File: config.mk
export PLATFORM = sky130hd
export DESIGN_NAME = fp16_round_arbiter
export DESIGN_NICKNAME = d
export VERILOG_FILES = /design/src/rtl/fp16_round_arbiter.sv
export SDC_FILE = /design/constraint.sdc
export NUM_CORES = 1
export LEC_CHECK = 0
export BUFFER_PORTS_ARGS = -buffer_cell sky130_fd_sc_hd__buf_2
export CAP_MARGIN = 20
export CELL_PAD_IN_SITES_DETAIL_PLACEMENT = 1
export CELL_PAD_IN_SITES_GLOBAL_PLACEMENT = 1
export CORE_UTILIZATION = 40
export CTS_BUF_LIST = sky130_fd_sc_hd__clkbuf_4
export DETAILED_ROUTE_END_ITERATION = 16
export PLACE_DENSITY_LB_ADDON = 0.1
export SKIP_CTS_REPAIR_TIMING = 1
export SLEW_MARGIN = 20
export SYNTH_ARGS = -nofsm -noshare
export SYNTH_HDL_FRONTEND = slang
export SYNTH_SLANG_ARGS = --single-unit
File: constraint.sdc
create_clock -name clk -period 4.81 [get_ports clk]
set_clock_uncertainty 0.1 [all_clocks]
set_input_delay 0.2405 -clock clk [delete_from_list [all_inputs] [get_ports clk]]
set_output_delay 0.2405 -clock clk [all_outputs]
set_load 0.01 [all_outputs]
File: src/rtl/fp16_round_arbiter.sv
// Round-robin share of one normalize-and-round stage between two requesters.
// Two-deep elastic pipeline: S1 captures the granted request, S2 holds the rounded result.
module fp16_round_arbiter #(
    parameter int MAN_W = 16,
    parameter int EXP_W = 6
) (
    input  logic             clk,
    input  logic             rst,
    input  logic             r0_valid,
    output logic             r0_ready,
    input  logic [MAN_W-1:0] r0_man,
    input  logic [EXP_W-1:0] r0_exp,
    input  logic             r1_valid,
    output logic             r1_ready,
    input  logic [MAN_W-1:0] r1_man,
    input  logic [EXP_W-1:0] r1_exp,
    output logic             out_valid,
    input  logic             out_ready,
    output logic [MAN_W-1:0] out_man,
    output logic [EXP_W-1:0] out_exp,
    output logic [1:0]       out_exc,
    output logic             out_src
);

    localparam logic [EXP_W-1:0] EXP_MAX = '1;

    logic [1:0]            reqValid;
    logic [1:0][MAN_W-1:0] reqMan;
    logic [1:0][EXP_W-1:0] reqExp;

    assign reqValid = {r1_valid, r0_valid};
    assign reqMan   = {r1_man, r0_man};
    assign reqExp   = {r1_exp, r0_exp};

    // vldPipe[1] = S1 occupied, vldPipe[2] = S2 occupied (out_valid)
    logic [2:1]       vldPipe;
    logic             last;
    logic             grant;
    logic             s1Load;
    logic             s2Load;
    logic             accept;
    logic [MAN_W-1:0] s1Man;
    logic [EXP_W-1:0] s1Exp;
    logic             s1Src;

    assign s2Load = !vldPipe[2] || out_ready;
    assign s1Load = !vldPipe[1] || s2Load;
    assign grant  = (&reqValid) ? !last : reqValid[1];
    // Gated by rst so both readys fall the moment reset is asserted.
    assign accept = s1Load && (|reqValid) && !rst;

    assign r0_ready  = accept && !grant;
    assign r1_ready  = accept && grant;
    assign out_valid = vldPipe[2];

    logic [MAN_W:0]   sum;
    logic [MAN_W-1:0] rndMan;
    logic [EXP_W-1:0] rndExp;
    logic [1:0]       rndExc;

    always_comb begin
        sum    = {1'b0, s1Man} + (MAN_W+1)'(4);
        rndMan = s1Man;
        rndExp = s1Exp;
        rndExc = 2'b00;
        if (s1Exp == EXP_MAX) begin
            rndExc = 2'b10;
        end else if (s1Man[1]) begin
            if (sum[MAN_W]) begin
                rndMan = sum[MAN_W:1];
                rndExp = s1Exp + EXP_W'(1);
            end else begin
                rndMan = sum[MAN_W-1:0];
            end
            // Only reachable through the carry increment.
            if (rndExp == EXP_MAX) begin
                rndMan = '0;
                rndExc = 2'b01;
            end
        end
    end

    always_ff @(posedge clk or posedge rst) begin
        if (rst) begin
            vldPipe <= '0;
            last    <= 1'b1;
            s1Man   <= '0;
            s1Exp   <= '0;
            s1Src   <= 1'b0;
            out_man <= '0;
            out_exp <= '0;
            out_exc <= 2'b00;
            out_src <= 1'b0;
        end else begin
            if (s1Load) begin
                vldPipe[1] <= accept;
                if (accept) begin
                    s1Man <= reqMan[grant];
                    s1Exp <= reqExp[grant];
                    s1Src <= grant;
                    last  <= grant;
                end
            end
            if (s2Load) begin
                vldPipe[2] <= vldPipe[1];
                if (vldPipe[1]) begin
                    out_man <= rndMan;
                    out_exp <= rndExp;
                    out_exc <= rndExc;
                    out_src <= s1Src;
                end
            end
        end
    end

endmodule

Yosys cells after proc, flatten, opt, wreduce, memory -nomap -nowiden --
Cells that the tools add are included.
Storage, ports and cells: register bits 51, input port bits 49, output and inout port bits 28
Operators by class: add/sub/neg operators 2, order comparisons 1, eq/ne operators 2, multiplexer cells 17, reduce and logical (&&, ||, !) cells 15
Operators by type and width (count):
- 16-bit two-way mux | 6
- 6-bit two-way mux | 7
- 16-bit by 3-bit adder with 17-bit output, second input constant | 1
- 6-bit equality test, second input constant | 2
- 6-bit by 1-bit adder with 6-bit output, second input constant | 1
- 2-bit AND reduction | 3
- 1-bit logical NOT | 5
- 1-bit logical AND | 4
- 1-bit two-way mux | 3
- 1-bit logical OR | 2
- 1-bit by 2-bit less-than comparator with 1-bit output, second input constant | 1
- 2-bit two-way mux | 1
- 2-bit OR reduction | 1

Logic depth before layout (Yosys ltp) --
depth in word-level cells 8, mapped depth 7, depth with buffers taken out 6

Worst setup path after synthesis --
OpenSTA, ideal clock, no wires.
path kind reg-to-reg, start point register s1Exp[0], end point register out_man[14], setup time 0.137 ns, data arrival time 1.812 ns, required time 4.573 ns, slack 2.761 ns, cell stages (with the launch flop) 7, period minus slack after synthesis 2.049 ns, cell sequence dfrtp_1 -> ha_1 -> nand4b_1 -> a2111oi_1 -> o21ai_0 -> a32oi_1 -> a21oi_1
On the way: cells in the longest elaborated chain, start to end 8
RTL lines:
- start, declared | RTL line 43 | logic [EXP_W-1:0] s1Exp;
- start signal, assigned | RTL line 99 | s1Exp <= reqExp[grant];
- 6-bit by 1-bit adder with 6-bit output | RTL line 71 | rndExp = s1Exp + EXP_W'(1);
- 6-bit two-way mux | RTL line 69 | if (sum[MAN_W]) begin
- 6-bit two-way mux | RTL line 68 | end else if (s1Man[1]) begin
- 6-bit two-way mux | RTL line 66 | if (s1Exp == EXP_MAX) begin
- 6-bit equality test | RTL line 76 | if (rndExp == EXP_MAX) begin
- 16-bit two-way mux | RTL line 76
- 16-bit two-way mux | RTL line 68
- 16-bit two-way mux (*) | RTL line 66
- end signal, assigned | RTL line 107 | out_man <= rndMan;
- end, declared | RTL line 19 | output logic [MAN_W-1:0] out_man,
Every way passes the cells marked *; elsewhere a longest branch is shown, timed or not. The select of a mux whose other input is x is not followed. A chain may end at the register's enable or synchronous reset.

Final worst setup path --
start point register s1Man[2], end point register out_man[14]
On the way: cells in the longest elaborated chain, start to end 8
RTL lines:
- start, declared | RTL line 42 | logic [MAN_W-1:0] s1Man;
- start signal, assigned | RTL line 98 | s1Man <= reqMan[grant];
- 16-bit by 3-bit adder with 17-bit output (*) | RTL line 62 | sum = {1'b0, s1Man} + (MAN_W+1)'(4);
- 6-bit two-way mux | RTL line 69
- 6-bit two-way mux | RTL line 68
- 6-bit two-way mux | RTL line 66
- 6-bit equality test | RTL line 76
- 16-bit two-way mux (*) | RTL line 76
- 16-bit two-way mux (*) | RTL line 68
- 16-bit two-way mux (*) | RTL line 66
Marked as above.

==> metrics.md <==
| Metric | Value |
|---|---|
| Status | `finished with violations` |
| Violations in the final reports | `hold timing` |
| R2r setup slk | `1.95 ns` |
| Via density per instance | `5.671` |
| Wire length per cell | `17.27 um` |
| Core ar. | `between 0.006 and 0.007 mm^2` |
| Sort of element at the end of the critical path | `flop` |
| # clock sinks | `51` |
| Number of distinct library cells after synthesis | `55` |
| Residual overflow from global routing | `0` |
| Worst path arrival time | `2.99 ns` |
| Critical register-to-register path startpoint | `s1Man[2]$_DFFE_PP0P_` |
| Endpoint of the worst register-to-register path | `out_man[14]$_DFFE_PP0P_` |
| Top post-synthesis cells by count | `dfrtp_1 (50), inv_1 (28), nand2_1 (28)` |
| Number of optimization iterations in the first detailed-route pass | `10` |
| Biggest fanout along the worst timing path | `18` |
| TritonCTS clock tree | `yes` |
| Syn Std Cell Area | `0.002809 mm^2` |
| Number of buffers inserted during clock tree synthesis | `5` |
| Tot Pwr | `1.379 mW` |
| Die span in y | `approximately 86 um` |
| Final sum of negative setup slack | `0 ns` |
| Post-route ant nets | `0` |
| Minimum period implied by the final worst setup slack | `2.861 ns` |
| Chip width | `85.80 um` |
| Hold Crit Endpoint | `s1Man[8]$_DFFE_PP0P_` |
| Proportion of layout cells with a drive suffix above 1 | `23.21%` |
| Largest net degree at the start of global routing | `52` |
| Number of I/O pins | `between 70 and 80` |
| Via count | `2841` |
| Share of the synthesized area in the top cell type | `44.54%` |
| Hold Path Origin | `r0_man[8]` |
| Max Root-Sink Buffers | `2` |
| Post-Synthesis Mean Instance Area | `roughly 9 um^2` |
| Clock root buffer | `clkbuf_4` |
| Portion of total power attributed to sequential cells | `48.1%` |
| Startpoint type of the worst setup path | `flop` |
| Final weighted congestion of routability-driven global placement | `roughly 0.86` |
| Clock transition at the registers of the reported paths | `0.15 ns` |
| Area occupied by registers | `0.001277 mm^2` |
| Cell internal power dissipation | `0.8724 mW` |
| Buffers on Ports | `76` |
| Via count of the first global-routing pass | `2612` |
| Cells after Synth | `roughly 300` |
| Synthesis-to-finish area growth | `30.56%` |
| Clock latency on the worst-skew pair | `~0.38 ns` |
| Min-Delay Path Depth | `3` |
| Count of unresolved DRC violations after routing | `0` |
| Comb power frac | `34.1%` |
| Switching power as a share of total power | `36.75%` |
| Hold/Removal Path Class | `in2reg` |
| Effective utilization at floorplan | `41.34%` |
| Worst-case vdd ir drop | `between 0.00015 and 0.0002 V` |
| Critical path type | `reg2reg` |
| Final Routed Wirelength | `8653 um` |
| RSZ-0062 raised after global routing | `false` |
| Initial antenna violation count | `0` |
| Slew at the pin closest to its max-slew limit | `just under 1 ns` |
| Antenna cell count | `0` |
| Leading area contributor after synthesis | `dfrtp_1` |
| Multi-input gate area in the final layout | `between 0.001 and 0.0015 mm^2` |
| Most frequent cell after synthesis | `dfrtp_1` |
| First-pass GRT wire length | `~13000 um` |
| Worst relative slew slack | `34.89%` |
| DP HPWL | `about 5700 um` |
| Net switching power of the design | `just over 0.5 mW` |
| Count of warnings emitted by yosys | `0` |
| Row Count | `30` |
| Overall track demand over capacity in global routing | `between 20% and 30%` |
| Synth Flop Type | `dfrtp_1` |
| Final hold violation count | `2` |
| Number of max-cap violations | `0` |
| Tcrit/Tclk final | `59.48%` |
| Cells on worst reg2reg path | `6` |
| Net count of the mapped netlist | `355` |
| Leakage Power | `1.732 nW` |
| Share of total power in the clock network | `17.9%` |
| Part of the Yosys area used for sequential elements | `45.48%` |
| Number of H-tree branching levels | `2` |
| Die area | `0.007362 mm^2` |
| Number of synthesized flops with an enable pin | `0` |
| Iteration-0 DRC count of the detailed router | `225` |
| Timing-limited maximum frequency | `349.5 MHz` |
| Worst path required time | `4.94 ns` |
| Power per unit of standard cell area | `roughly 380 mW/mm^2` |
| Final number of max-transition violations | `0` |
| Endpoints failing setup | `0` |
| Number of synthesized register bits | `51` |
| Fillcell total | `826` |
| Layout Nets | `455` |
| Async S/R FF share, synth | `100.0%` |
| Worst Hold Margin | `-0.02627 ns` |
| Main area contributors after synthesis | `dfrtp_1 (45%), a222oi_1 (7.8%), inv_1 (3.7%), nand2_1 (3.7%), o21ai_0 (3.6%)` |
per-layer routing:
metal | track usage, % | vias to the layer above | wire length (um)
li1 | - | 1327 | -
met2 | 34.62 | 90 | 4045
met1 | 34.39 | 1411 | 4108
met5 | 0 | - | 0
met3 | 3.272 | 13 | 362
met4 | 6.061 | 0 | 136
power by group through the flow:
stage / Clock [mW] / Sequential [mW] / Combinational, mW
finish: 0.246 / 0.663 / 0.470
global route: 0.270 / 0.685 / 0.526
CTS: 0.256 / 0.663 / 0.420
detailed placement: 0 / 0.672 / 0.417
global placement: 0 / 0.663 / 0.409
floorplan: 0 / 0.658 / 0.251
logic make-up after synthesis:
kind of cell	synth area share (%)
simple gates	20.71
compound gates	22.63
mux	2.227
xor+xnor	0.9356
buf+inv	7.127
fa+ha+maj	0.8907
flops	45.48
worst max-delay path by stage:
stage | slack [ns] | from | depth (start not counted) | endpoint
global placement | 2.15 | s1Man[2]$_DFFE_PP0P_ | 6 | out_man[14]$_DFFE_PP0P_
floorplan | 2.76 | s1Exp[0]$_DFFE_PP0P_ | 6 | out_man[14]$_DFFE_PP0P_
global route | 1.64 | s1Man[2]$_DFFE_PP0P_ | 6 | out_man[14]$_DFFE_PP0P_
finish | 1.95 | s1Man[2]$_DFFE_PP0P_ | 6 | out_man[14]$_DFFE_PP0P_
CTS | 1.94 | s1Man[2]$_DFFE_PP0P_ | 6 | out_man[14]$_DFFE_PP0P_
detailed placement | 1.99 | s1Man[2]$_DFFE_PP0P_ | 6 | out_man[14]$_DFFE_PP0P_
placed cells by master (no fill, tap or decap), types with 2 or more instances in the layout:
cell type,n
a211oi_1,2
a21o_1,3
a21oi_1,19
a222oi_1,22
a31oi_1,7
and2_1,3
and3_1,10
buf_2,76
buf_4,2
clkbuf_4,5
clkinv_2,2
dfrtp_1,50
dlygate4sd3_1,36
ha_1,2
inv_1,27
mux2_2,2
mux2i_1,4
nand2_1,28
nand2b_1,6
nand3_1,8
nand4_1,6
nand4b_1,3
nand4bb_1,2
nor2_1,20
nor3_1,3
nor4_1,2
nor4b_1,2
o211ai_1,2
o21ai_0,19
o21ai_1,2
o31ai_1,3
xor2_1,2
flip-flops by register name, summed over array words and instances, names as in the netlist:
name,cells
out_src,1
s1Exp,6
out_exc,2
out_exp,6
vldPipe,2
s1Man,16
last,1
s1Src,1
out_man,16
final cells by class:
cell class / instances / share of cell area (%)
tap: 96 / 3.275
clock inverter: 3 / 1.058
timing repair buffer: 114 / 20.61
sequential: 51 / 34.83
multi-input combinational: 204 / 36.30
inverter: 28 / 2.900
clock buffer: 5 / 1.024
worst max-delay path, stage by stage (launching register included):
cell     delay, ns
dfrtp_1       0.48
ha_1          0.27
nand4_1       0.26
nor4_4        0.72
o21ai_0       0.47
a32oi_1       0.32
a21oi_1       0.09
through the flow:
step / instances / utilization, % / worst slack (ns) / hold slack [ns] / instance area (um^2)
2_1_floorplan: 304 / - / 2.761 / 0.2617 / 2809
3_3_place_gp: 457 / 47.53 / 2.151 / 0.3467 / 3229
3_5_place_dp: 457 / 47.53 / 1.985 / 0.3537 / 3229
4_1_cts: 465 / 48.66 / 1.944 / -0.05804 / 3306
5_1_grt: 501 / 53.98 / 1.639 / -0.02013 / 3667
6_report: 501 / 53.98 / 1.949 / -0.02627 / 3667
(Power assumes the default switching activity.)
